===== config.mk =====
export PLATFORM = sky130hd
export DESIGN_NAME = sti_dac_gen_flat
export DESIGN_NICKNAME = d
export VERILOG_FILES = /design/src/rtl/sti_dac_pkg.sv /design/src/rtl/sti_dac_gen_if.sv /design/src/rtl/sti_dac_pack.sv /design/src/rtl/sti_dac_gen.sv /design/src/flat_wrapper.sv
export SDC_FILE = /design/constraint.sdc
export NUM_CORES = 1
export LEC_CHECK = 0
export ABC_AREA = 1
export BUFFER_PORTS_ARGS = -buffer_cell sky130_fd_sc_hd__buf_2
export CAP_MARGIN = 20
export CORE_ASPECT_RATIO = 1.25
export CORE_MARGIN = 3
export CORE_UTILIZATION = 40
export DETAILED_ROUTE_END_ITERATION = 7
export SETUP_SLACK_MARGIN = 0.02
export SYNTH_ARGS = -nofsm -noshare
export SYNTH_HDL_FRONTEND = slang
export SYNTH_SLANG_ARGS = --single-unit

===== constraint.sdc =====
create_clock -name clk -period 2.1 [get_ports clk]
set_input_delay 0.42 -clock clk [delete_from_list [all_inputs] [get_ports clk]]
set_output_delay 0.42 -clock clk [all_outputs]
set_load 0.05 [all_outputs]

===== src/rtl/sti_dac_pkg.sv =====
// sti_dac_pkg: shared types, length codes and sizing helpers
// for the serial-transmit / pixel-pack engine.
package sti_dac_pkg;

  localparam logic [1:0] LEN_HALF  = 2'b00;
  localparam logic [1:0] LEN_FULL  = 2'b01;
  localparam logic [1:0] LEN_3HALF = 2'b10;
  localparam logic [1:0] LEN_DBL   = 2'b11;

  typedef enum logic [1:0] {
    IDLE,
    SHIFT,
    FILL,
    DONE
  } state_e;

  function automatic int frame_bits(int dw, logic [1:0] code);
    return (int'(code) + 1) * (dw / 2);
  endfunction

  // Bit counter must reach 2*DW, one past the longest frame.
  function automatic int cnt_w(int dw);
    return $clog2(2 * dw + 1);
  endfunction

endpackage


===== src/rtl/sti_dac_gen_if.sv =====
// sti_dac_gen_if: frame request, serial out and pixel memory
// signals of sti_dac_gen, with master/slave views.
interface sti_dac_gen_if #(
  parameter int DW = 16,
  parameter int PW = 8,
  parameter int AW = 8
);
  logic          load;
  logic [DW-1:0] pi_data;
  logic [1:0]    pi_length;
  logic          pi_fill;
  logic          pi_msb;
  logic          pi_low;
  logic          pi_end;
  logic          pi_ready;
  logic          so_data;
  logic          so_valid;
  logic          pixel_wr;
  logic [AW-1:0] pixel_addr;
  logic [PW-1:0] pixel_dataout;
  logic          pixel_finish;
  logic          pixel_ovf;

  modport master (
    output load, pi_data, pi_length,
    output pi_fill, pi_msb, pi_low, pi_end,
    input  pi_ready, so_data, so_valid,
    input  pixel_wr, pixel_addr, pixel_dataout,
    input  pixel_finish, pixel_ovf
  );

  modport slave (
    input  load, pi_data, pi_length,
    input  pi_fill, pi_msb, pi_low, pi_end,
    output pi_ready, so_data, so_valid,
    output pixel_wr, pixel_addr, pixel_dataout,
    output pixel_finish, pixel_ovf
  );
endinterface


===== src/rtl/sti_dac_pack.sv =====
// sti_dac_pack: collects serial bits MSB-first into PW-bit words
// and pulses wr_req the cycle after each word completes.
module sti_dac_pack #(
  parameter int PW = 8
) (
  input  logic          clk,
  input  logic          reset,
  input  logic          bit_vld,
  input  logic          bit_in,
  output logic          wr_req,
  output logic [PW-1:0] word
);
  localparam int GW = (PW > 1) ? $clog2(PW) : 1;

  logic [PW-1:0] sr_q, sr_d;
  logic [GW-1:0] grp_q, grp_d;
  logic          wr_q, wr_d;

  always_comb begin
    sr_d  = sr_q;
    grp_d = grp_q;
    wr_d  = 1'b0;
    if (bit_vld) begin
      sr_d = {sr_q[PW-2:0], bit_in};
      if (grp_q == GW'(PW - 1)) begin
        grp_d = '0;
        wr_d  = 1'b1;
      end else begin
        grp_d = grp_q + GW'(1);
      end
    end
  end

  always_ff @(posedge clk) begin
    if (!reset) begin
      sr_q  <= '0;
      grp_q <= '0;
      wr_q  <= 1'b0;
    end else begin
      sr_q  <= sr_d;
      grp_q <= grp_d;
      wr_q  <= wr_d;
    end
  end

  // The next bit only lands at the end of the write cycle,
  // so sr_q still holds the finished word while wr_req is high.
  assign wr_req = wr_q;
  assign word   = sr_q;

endmodule


===== src/rtl/sti_dac_gen.sv =====
// sti_dac_gen: frames shift out on so_*, and the same bits pack
// into PW-bit pixel writes; pi_end zero-fills the rest of memory.
module sti_dac_gen
  import sti_dac_pkg::*;
#(
  parameter int DW = 16,
  parameter int PW = 8,
  parameter int AW = 8
) (
  input logic          clk,
  input logic          reset,
  sti_dac_gen_if.slave bus
);
  localparam int FW = 2 * DW;
  localparam int CW = cnt_w(DW);

  state_e        state_q, state_d;
  logic [FW-1:0] frame_q, frame_d;
  logic [CW-1:0] cnt_q, cnt_d;
  logic [CW-1:0] fb_q, fb_d;
  logic          msb_q, msb_d;
  logic          end_q, end_d;
  logic [AW:0]   addr_q, addr_d;
  logic          ovf_q, ovf_d;

  logic [FW-1:0] ld_word;
  logic [CW-1:0] ld_fb;
  logic          so_valid;
  logic          so_data;
  logic          pk_wr;
  logic [PW-1:0] pk_word;
  logic          wr;

  always_comb begin
    ld_word = '0;
    unique case (bus.pi_length)
      LEN_HALF: begin
        if (bus.pi_low) ld_word[DW/2-1:0] = bus.pi_data[DW-1:DW/2];
        else            ld_word[DW/2-1:0] = bus.pi_data[DW/2-1:0];
      end
      LEN_FULL: ld_word[DW-1:0] = bus.pi_data;
      LEN_3HALF: begin
        if (bus.pi_fill) ld_word[3*DW/2-1:DW/2] = bus.pi_data;
        else             ld_word[DW-1:0]        = bus.pi_data;
      end
      LEN_DBL: begin
        if (bus.pi_fill) ld_word[FW-1:DW] = bus.pi_data;
        else             ld_word[DW-1:0]  = bus.pi_data;
      end
    endcase
    ld_fb = CW'(frame_bits(DW, bus.pi_length));
    // MSB-first frames are left-aligned so both orders shift out of an end bit.
    if (bus.pi_msb)
      ld_word = ld_word << (FW - frame_bits(DW, bus.pi_length));
  end

  assign so_valid = (state_q == SHIFT) && (cnt_q != fb_q);
  assign so_data  = so_valid & (msb_q ? frame_q[FW-1] : frame_q[0]);

  sti_dac_pack #(.PW(PW)) u_pack (
    .clk     (clk),
    .reset   (reset),
    .bit_vld (so_valid),
    .bit_in  (so_data),
    .wr_req  (pk_wr),
    .word    (pk_word)
  );

  always_comb begin
    state_d = state_q;
    frame_d = frame_q;
    cnt_d   = cnt_q;
    fb_d    = fb_q;
    msb_d   = msb_q;
    end_d   = end_q;
    addr_d  = addr_q;
    ovf_d   = ovf_q;
    wr      = 1'b0;
    unique case (state_q)
      IDLE: begin
        if (bus.load) begin
          frame_d = ld_word;
          fb_d    = ld_fb;
          msb_d   = bus.pi_msb;
          end_d   = bus.pi_end;
          cnt_d   = '0;
          state_d = SHIFT;
        end else if (bus.pi_end) begin
          state_d = FILL;
        end
      end
      SHIFT: begin
        if (so_valid) begin
          cnt_d   = cnt_q + CW'(1);
          frame_d = msb_q ? (frame_q << 1) : (frame_q >> 1);
        end else begin
          cnt_d   = '0;
          state_d = end_q ? FILL : IDLE;
        end
      end
      FILL: begin
        if (addr_q[AW]) begin
          state_d = DONE;
        end else begin
          wr     = 1'b1;
          addr_d = addr_q + (AW+1)'(1);
        end
      end
      DONE: state_d = DONE;
    endcase
    if (pk_wr) begin
      if (!addr_q[AW]) begin
        wr     = 1'b1;
        addr_d = addr_q + (AW+1)'(1);
      end else begin
        ovf_d = 1'b1;
      end
    end
  end

  always_ff @(posedge clk) begin
    if (!reset) begin
      state_q <= IDLE;
      frame_q <= '0;
      cnt_q   <= '0;
      fb_q    <= '0;
      msb_q   <= 1'b0;
      end_q   <= 1'b0;
      addr_q  <= '0;
      ovf_q   <= 1'b0;
    end else begin
      state_q <= state_d;
      frame_q <= frame_d;
      cnt_q   <= cnt_d;
      fb_q    <= fb_d;
      msb_q   <= msb_d;
      end_q   <= end_d;
      addr_q  <= addr_d;
      ovf_q   <= ovf_d;
    end
  end

  assign bus.pi_ready      = (state_q == IDLE);
  assign bus.so_valid      = so_valid;
  assign bus.so_data       = so_data;
  assign bus.pixel_wr      = wr;
  assign bus.pixel_addr    = addr_q[AW-1:0];
  assign bus.pixel_dataout = pk_wr ? pk_word : '0;
  assign bus.pixel_finish  = (state_q == DONE);
  assign bus.pixel_ovf     = ovf_q;

endmodule


===== src/flat_wrapper.sv =====
// flat-port wrapper written by rule: the top's interface ports become plain ports
module sti_dac_gen_flat import sti_dac_pkg::*;
#(
  parameter int DW = 16,
  parameter int PW = 8,
  parameter int AW = 8
)
  (clk, reset, bus_load, bus_pi_data, bus_pi_length, bus_pi_fill, bus_pi_msb, bus_pi_low, bus_pi_end, bus_pi_ready, bus_so_data, bus_so_valid, bus_pixel_wr, bus_pixel_addr, bus_pixel_dataout, bus_pixel_finish, bus_pixel_ovf);
  sti_dac_gen_if #(.DW(DW), .PW(PW), .AW(AW)) bus_i ();
  input logic clk;
  input logic reset;
  input wire logic [$bits(bus_i.load)-1:0] bus_load;
  input wire logic [$bits(bus_i.pi_data)-1:0] bus_pi_data;
  input wire logic [$bits(bus_i.pi_length)-1:0] bus_pi_length;
  input wire logic [$bits(bus_i.pi_fill)-1:0] bus_pi_fill;
  input wire logic [$bits(bus_i.pi_msb)-1:0] bus_pi_msb;
  input wire logic [$bits(bus_i.pi_low)-1:0] bus_pi_low;
  input wire logic [$bits(bus_i.pi_end)-1:0] bus_pi_end;
  output wire logic [$bits(bus_i.pi_ready)-1:0] bus_pi_ready;
  output wire logic [$bits(bus_i.so_data)-1:0] bus_so_data;
  output wire logic [$bits(bus_i.so_valid)-1:0] bus_so_valid;
  output wire logic [$bits(bus_i.pixel_wr)-1:0] bus_pixel_wr;
  output wire logic [$bits(bus_i.pixel_addr)-1:0] bus_pixel_addr;
  output wire logic [$bits(bus_i.pixel_dataout)-1:0] bus_pixel_dataout;
  output wire logic [$bits(bus_i.pixel_finish)-1:0] bus_pixel_finish;
  output wire logic [$bits(bus_i.pixel_ovf)-1:0] bus_pixel_ovf;
  assign bus_i.load = bus_load;
  assign bus_i.pi_data = bus_pi_data;
  assign bus_i.pi_length = bus_pi_length;
  assign bus_i.pi_fill = bus_pi_fill;
  assign bus_i.pi_msb = bus_pi_msb;
  assign bus_i.pi_low = bus_pi_low;
  assign bus_i.pi_end = bus_pi_end;
  assign bus_pi_ready = bus_i.pi_ready;
  assign bus_so_data = bus_i.so_data;
  assign bus_so_valid = bus_i.so_valid;
  assign bus_pixel_wr = bus_i.pixel_wr;
  assign bus_pixel_addr = bus_i.pixel_addr;
  assign bus_pixel_dataout = bus_i.pixel_dataout;
  assign bus_pixel_finish = bus_i.pixel_finish;
  assign bus_pixel_ovf = bus_i.pixel_ovf;
  sti_dac_gen #(.DW(DW), .PW(PW), .AW(AW)) u_core (.clk(clk), .reset(reset), .bus(bus_i));
endmodule

# == Word-level counts from Yosys, hierarchy flattened ==
# Index checks and enable logic that the tools add are counted.
# classes
reduce_logical,10
eq_ne,13
addsub,5
muxes,36
shift,1
bitwise,1
# op_table
cell,count
32-bit two-way mux,4
32-bit case mux with 2 select lines,1
8-bit two-way mux,6
9-bit two-way mux,4
16-bit two-way mux,2
8-bit case mux with 4 select lines,1
32-bit by 32-bit << shifter with 32-bit output,1
"7-bit by 32-bit subtractor with 32-bit output, first input constant",1
8-bit case mux with 3 select lines,1
8-bit case mux with 2 select lines,1
6-bit two-way mux,2
6-bit case mux with 2 select lines,1
2-bit two-way mux,5
"9-bit by 1-bit adder with 9-bit output, second input constant",1
"2-bit == test, second input constant",4
2-bit case mux with 4 select lines,1
2-bit AND reduction,4
"6-bit by 1-bit adder with 6-bit output, second input constant",1
1-bit two-way mux,6
6-bit != test,1
3-bit AND reduction,2
"2-bit by 1-bit == test with 1-bit output, second input constant",2
2-bit logical NOT,2
"2-bit by 1-bit != test with 1-bit output, second input constant",2
other kinds (9),10
# totals
input_bits,25
reg_bits,67
elab_cells,77

# == Longest topological paths before layout ==
# Gate-level depths: netlist of run 1.
# depth
depth_word,6
mapped_depth,14
mapped_depth_nobuf,13

# == Cells and area by module ==
# From an unflattened synthesis of run 1, not the netlist that was laid out.
# hier_totals
cells_unflattened,888
hier_area_um2,5211.2
# by_module_without_submodules
module,n_inst,area_each_um2,cells_per_inst
sti_dac_gen,1,4765.8,833
sti_dac_pack,1,445.4,55

# == Worst setup path after synthesis of run 1 ==
# Ideal clock, no wire load.
# synth_timing
path_type,in2reg
startpoint,in bus_pi_length[0]
endpoint,reg u_core.frame_q[20]
path_stages,12
required_ns,2.030
n_path_buf,2
setup_slack_ns,0.063
setup_time_ns,0.070
arrival_time_ns,1.967
path_cell_list,buf_4 -> inv_2 -> ha_1 -> buf_6 -> xnor2_4 -> and2_4 -> nand2_1 -> inv_2 -> a22oi_1 -> nand2_1 -> nand2_1 -> a21oi_1
# synth_between
elab_chain_len,6
word_cells_on_any_way,14
# synth_lines
element,line,source
start: declaration,flat_wrapper.sv:14,input wire logic [$bits(bus_i.pi_length)-1:0] bus_pi_length;
2-bit by 1-bit adder with 3-bit output,--,
via u_core.ld_fb[3],sti_dac_gen.sv:27,logic [CW-1:0] ld_fb;
7-bit by 32-bit subtractor with 32-bit output,sti_dac_gen.sv:54,"ld_word = ld_word << (FW - frame_bits(DW, bus.pi_length));"
32-bit by 32-bit << shifter with 32-bit output,sti_dac_gen.sv:54,
32-bit two-way mux,sti_dac_gen.sv:53,if (bus.pi_msb)
32-bit two-way mux,sti_dac_gen.sv:81,if (bus.load) begin
32-bit case mux with 2 select lines,sti_dac_gen.sv:79,unique case (state_q)
end signal: assignment,sti_dac_gen.sv:133,frame_q <= frame_d;
end: declaration,sti_dac_gen.sv:18,"logic [FW-1:0] frame_q, frame_d;"
# The timed path passes the listed nets, and every way through them passes these cells. The select of a mux whose other input is x is not followed.
# A chain may end at the register's enable or synchronous reset.

# == Worst setup path after layout of run 1 ==
# layout_timing
startpoint,reg u_core.cnt_q[0]
endpoint,out bus_so_data
# layout_between
elab_chain_len,3
# layout_lines
element,line,source
start: declaration,sti_dac_gen.sv:19,"logic [CW-1:0] cnt_q, cnt_d;"
start signal: assignment,sti_dac_gen.sv:134,cnt_q <= cnt_d;
6-bit != test,sti_dac_gen.sv:57,assign so_valid = (state_q == SHIFT) && (cnt_q != fb_q);
1-bit logical AND,sti_dac_gen.sv:57,
1-bit bitwise AND,sti_dac_gen.sv:58,assign so_data = so_valid & (msb_q ? frame_q[FW-1] : frame_q[0]);
end: declaration,flat_wrapper.sv:20,output wire logic [$bits(bus_i.so_data)-1:0] bus_so_data;
# No other way between the ends.

==> results of run 1 <==
-- power groups by stage --
stage	registers [mW]	clock network [mW]	logic, mW
after floorplan	1.68	0	1.35
after global placement	1.72	0	1.78
after detailed placement	1.73	0	1.81
after CTS	1.71	1.60	1.83
after global routing	1.74	1.64	2.06
final	1.71	1.56	1.84
-- logic make-up after synthesis --
kind of cell             count (synthesis)  share of synthesized area [%]
AND/OR/NAND/NOR                        324                           29.9
AO/OA/AOI/OAI                          220                           25.2
buffers and inverters                  139                           12.7
flip-flops                              67                           28.1
adder cells (fa/ha/maj)                 12                           3.14
XOR/XNOR                                 3                          0.943
-- final timing paths --
| kind | start | to | cells after the start |
|---|---|---|---|
| setup reg to reg | u_core.cnt_q[0] | u_core.frame_q[2] | 11 |
| hold reg to reg | u_core.end_q | u_core.end_q | 2 |
| hold / removal | bus_pi_end | u_core.end_q | 3 |
| setup / recovery | u_core.cnt_q[0] | bus_so_data | 10 |
-- cells in the final DEF (no fill, tap or decap), drive strengths merged --
| master | n |
|---|---|
| o21a | 4 |
| xnor2 | 2 |
| clkbuf | 15 |
| o211a | 1 |
| nand4 | 9 |
| a22oi | 7 |
| dfxtp | 67 |
| a31oi | 5 |
| nand3b | 1 |
| and2 | 1 |
| bufinv | 1 |
| nand2 | 181 |
| o31ai | 5 |
| o211ai | 6 |
| inv | 85 |
| xor2 | 1 |
| ha | 12 |
| nor2 | 50 |
| buf | 98 |
| nor3b | 1 |
| o21ai | 78 |
| nand3 | 74 |
| o22ai | 28 |
| nor4 | 3 |
| or2 | 1 |
| nor3 | 3 |
| a21oi | 86 |
-- registers in the layout (all words and copies together) (netlist names), 2 cells and up, named ones only --
signal	cells
u_core.addr_q	7
u_core.cnt_q	6
u_core.fb_q	3
u_core.frame_q	32
u_core.state_q	2
u_core.u_pack.grp_q	3
u_core.u_pack.word	8
-- critical path: stages (launching register included) --
cell      delay (ns)
dfxtp_2         0.33
inv_2           0.06
ha_1            0.14
nand3b_1        0.08
nor2_1          0.11
nand4_1         0.11
nand2_2         0.13
inv_4           0.05
nand2_2         0.06
inv_1           0.05
buf_6           0.14
-- per-layer routing --
metal | track usage (%) | vias up
met1 | 24.6 | 2383
met2 | 40.2 | 186
li1 | - | 2663
met3 | 3.58 | 33
met5 | 0 | -
met4 | 9.39 | 0
-- metrics by stage --
step | hold WS, ns | setup slack (ns)
2_1_floorplan | 0.430 | 0.0628
3_3_place_gp | 0.444 | -0.0107
3_5_place_dp | 0.460 | -0.0624
4_1_cts | 0.401 | 0.0205
5_1_grt | 0.455 | -0.0353
6_report | 0.418 | 0.0836
-- cell type report --
cell class	instances	share of cell area, %
Clock inverter	1	0.529
Tap cell	161	3.55
Inverter	85	5.67
Timing Repair Buffer	99	11.7
Sequential cell	67	23.7
Multi-Input combinational cell	559	49.9
Clock buffer	14	5.01
-- timing repair --
action                                  in CTS  in global routing
gates resized for setup                      4                  4
setup buffers                                2                  0
pin swaps                                    0                  2
endpoints found under the setup margin       2                 23
hold buffers                                 0                  0
==> results.yml, run 1 <==
outcome:
  status: "complete, no violations"
drt:
  drtIter0Drc: 397
  drt_wl_total_um: 14200
  routedWlPerCell_um: 14.4
  highest_layer: "met4"
  ant_nets: 0
  wl_met2_um: 7200
  vias: 5265
  firstDrtPassIters: 5
  routed_via_density: 5.34
  wl_met3_um: 723
  post-route-drc-count: 0
  m1WireLength_um: 5900
placed_design:
  dpl.hpwl_um: 10800
  gp_congestion: 0.892
  io_buffers: 46
  placedCellCount: 969
  postPlaceCellArea_um2: 5330
power:
  p_leak_nw: 2.65
  seqPwrFrac_pct: 33.5
  switchingPower_mw: 1.90
  internal_power_mw: 3.21
  powerDensity_nw_per_um2: 901
  power_frac_comb_pct: 36.0
  swShare_pct: 37.3
  peakVddDrop_mv: 0.480
  power.total_mw: 5.11
  clkPwrFrac_pct: 30.6
setup_path:
  crit_required_ns: 1.68
  crit_type: "reg2out"
  cp_max_fo: 4
  reg2reg_slack_ns: 0.18
  cp-end-kind: "output port"
  cp-start-kind: "flip-flop"
  crit_arrival_ns: 1.60
floorplanning:
  die_area_um2: 13300
  die_x_um: 104
  start_util_pct: 40.9
  core_area_um2: 11700
  die_h_um: 128
  ioPinCount: 47
  num_rows: 44
grt:
  antenna_found_initial: 0
  grt_first_pass_wirelength_um: 23900
  grt_max_degree: 37
  grt_usage_pct: 21.7
  overflow: 0
  grt_pass1_vias: 5075
yosys:
  synth_area_um2: 4780
  ys_top_cells_by_area: "dfxtp_1 (28%), nand2_1 (14%), a21oi_1 (8.9%), nand3_1 (7.8%), o21ai_0 (6.7%)"
  synth_edf_count: 0
  yosysMostFrequentCell: "nand2_1"
  synth_seq_cells: 67
  synth_cells: 765
  async_flop_share_pct: 0
  synth_nets: 802
  syn_area_per_cell_um2: 6.25
  synth_top_area_cell: "dfxtp_1"
  synthFlopType: "dfxtp_1"
  synth_common_cells: "nand2_1 (177), a21oi_1 (85), inv_1 (78), nand3_1 (74), dfxtp_1 (67)"
  yosysTopAreaCellShare_pct: 28.1
  yosys_warnings: 0
  synthDistinctLibCells: 39
  yosysSeqAreaShare_pct: 28.1
clocking:
  cts_sinks: 67
  htreeDepth: 3
  cts_buffers: 9
  cts_buffer_depth: 2
  clk_pin_slew_ns: 0.05
  cts-root-buf: "clkbuf_16"
  insertion_delay_ns: 0.33
  cts_tree: "built"
timing:
  rsz0062_at_grt: "true"
  fin_crit_ns: 2.02
  relSlewSlack_pct: 65.1
  setup_tns_ns: 0
  hold_viol: 0
  tightest_slew_ns: 0.522
  finClkSkew_ns: 0.00788
  finalMaxSlewViolations: 0
  setup_violations: 0
  post-route-period-util_pct: 96.0
  max_freq_ghz: 0.496
min_path:
  hp-class: "in2reg"
final_layout:
  register_area_um2: 1340
  final_util_pct: 48.6
  multi_input_area_um2: 2830
  diodes: 0
  design_area_um2: 5670
  fin_cells: 986
  nNetsFinal: 858
  drive_gt1_share_pct: 16.8
  syn2layout_area_growth_pct: 18.7
  nFillCells: 1263
flow_run:
  maxCapViolCount: 0
(Power assumes the default switching activity.)
==> run 2, diff against run 1 <==
CELL_PAD_IN_SITES_DETAIL_PLACEMENT = 0   (was default)
CELL_PAD_IN_SITES_GLOBAL_PLACEMENT = 1   (was default)
CORE_UTILIZATION = 38   (was 40)
MAX_ROUTING_LAYER = met4   (was default)
PLACE_DENSITY_LB_ADDON = 0.1   (was default)
REMOVE_ABC_BUFFERS = 1   (was default)
==> results.yml, run 2 (synthesized netlist as in run 1, its figures left out) <==
floorplanning:
  start_util_pct: 39.1
  num_rows: 45
  die_h_um: 131
  die_x_um: 106
  ioPinCount: 47
  die_area_um2: 14000
  core_area_um2: 12200
clocking:
  clk_pin_slew_ns: 0.06
  cts_buffers: 9
  insertion_delay_ns: 0.34
  cts_sinks: 67
  cts_buffer_depth: 2
  cts-root-buf: "clkbuf_16"
  htreeDepth: 3
  cts_tree: "built"
final_layout:
  largest_register: "u_core.frame_q"
  layout_common_cells: "nand2_1 (176), a21oi_1 (85), inv_1 (75), nand3_1 (74)"
  final_common_cell: "nand2_1"
  fin_cells: 1005
  syn2layout_area_growth_pct: 22.0
  diodes: 0
  largest_reg_flops: 32
  nNetsFinal: 875
  drive_gt1_share_pct: 18.7
  final_util_pct: 47.7
power:
  swShare_pct: 38.4
  switchingPower_mw: 1.96
  power_frac_comb_pct: 37.7
  seqPwrFrac_pct: 33.4
  peakVddDrop_mv: 0.405
  p_leak_nw: 2.74
  internal_power_mw: 3.14
  clkPwrFrac_pct: 28.9
  powerDensity_nw_per_um2: 876
setup_path:
  reg2reg_slack_ns: 0.17
  r2r-end: "u_core.frame_q[10]"
  crit_required_ns: 1.68
  cp-end-kind: "output port"
  startpoint: "u_core.cnt_q[0]"
  cp-start-kind: "flip-flop"
  crit_arrival_ns: 1.58
  cp-endpoint: "bus_so_data"
  rr_worst_depth: 10
  cp_max_fo: 4
  timing.rr.start: "u_core.cnt_q[0]"
  crit_type: "reg2out"
timing:
  max_freq_ghz: 0.501
  hold_ws_ns: 0.409
  finClkSkew_ns: 0.00767
  finalMaxSlewViolations: 0
  tightest_slew_ns: 0.500
  setup_slack_ns: 0.104
  rsz0062_at_grt: "false"
  hold_viol: 0
  fin_crit_ns: 2.00
  relSlewSlack_pct: 66.7
  post-route-period-util_pct: 95.1
  setup_violations: 0
drt:
  routedWlPerCell_um: 15.8
  drt_wl_total_um: 15900
  firstDrtPassIters: 6
  post-route-drc-count: 0
  vias: 5405
  ant_nets: 0
  routed_via_density: 5.38
  drtIter0Drc: 290
grt:
  grt_max_degree: 37
  antenna_found_initial: 0
  overflow: 0
  grt_pass1_vias: 5102
  grt_first_pass_wirelength_um: 25400
  grt_usage_pct: 23.1
min_path:
  hold_start: "bus_pi_end"
  hp-class: "in2reg"
placed_design:
  gp_congestion: 0.954
  placedCellCount: 987
  dpl.hpwl_um: 12200
  place_ws_ns: -0.150
  io_buffers: 46
outcome:
  status: "complete, no violations"
flow_run:
  maxCapViolCount: 0
run 2: cell types whose count changed in the layout (fill, tap and decap cells not counted), moves of 2 or more:
cell,previous run,this run
buf_4,51,65
clkbuf_8,4,1
inv_2,7,9
inv_1,77,75
buf_12,2,5
run 2: metrics by stage:
step           total power, mW  setup TNS, ns  area (um2)
6_report                  5.10              0        5830
5_1_grt                   5.41              0        5830
3_5_place_dp              3.61         -0.876        5480
2_1_floorplan             2.90         -11.03        4490
4_1_cts                   5.12              0        5810
3_3_place_gp              3.59         -0.741        5480
run 2: worst max-delay path: stages (launching register included):
cell,delay (ns)
dfxtp_2,0.32
inv_2,0.08
ha_4,0.13
nand3b_1,0.07
nor2_1,0.10
nand4_1,0.13
nand2_2,0.12
inv_4,0.06
nand2_4,0.06
inv_2,0.03
buf_6,0.14
run 2: power groups by stage:
stage / logic [mW] / registers [mW] / clock network, mW
after floorplan: 1.18 / 1.72 / 0
after global placement: 1.87 / 1.72 / 0
after detailed placement: 1.89 / 1.72 / 0
after CTS: 1.92 / 1.70 / 1.50
after global routing: 2.13 / 1.73 / 1.54
final: 1.93 / 1.70 / 1.47
run 2: what timing repair did:
item	CTS	global route
endpoints found under the setup margin	2	3
resized for setup	8	4
buffers inserted	4	0
pin swaps	2	3
cloned	0	0
hold buffers	0	0
run 2: layout make-up:
cell class | count | area, um2
fillers | 1299 | 6390
multi-input cells | 559 | 2850
flip-flops and latches | 67 | 1340
repair buffers | 116 | 825
inverters | 85 | 322
clock buffers | 12 | 246
well taps | 164 | 205
clock inverters | 2 | 37.5
run 2: worst min-delay path by stage:
stage                     cells after the start                   end  slack, ns
final                                         3          u_core.end_q       0.41
after global routing                          3          u_core.end_q       0.48
after CTS                                     3          u_core.end_q       0.40
after detailed placement                      2          u_core.end_q       0.45
after global placement                        2  u_core.bus.pixel_ovf       0.44
after floorplan                               2          u_core.end_q       0.43
run 2: routing by layer:
layer / share of wire (%) / global-route usage, % / vias to the layer above / routed length (um)
li1: - / - / 2708 / -
met1: 42 / 27.1 / 2475 / 6660
met2: 49 / 39.0 / 181 / 7810
met3: 4.5 / 2.41 / 41 / 711
met4: 4.2 / 11.7 / 0 / 674
met5: 0 / - / - / 0
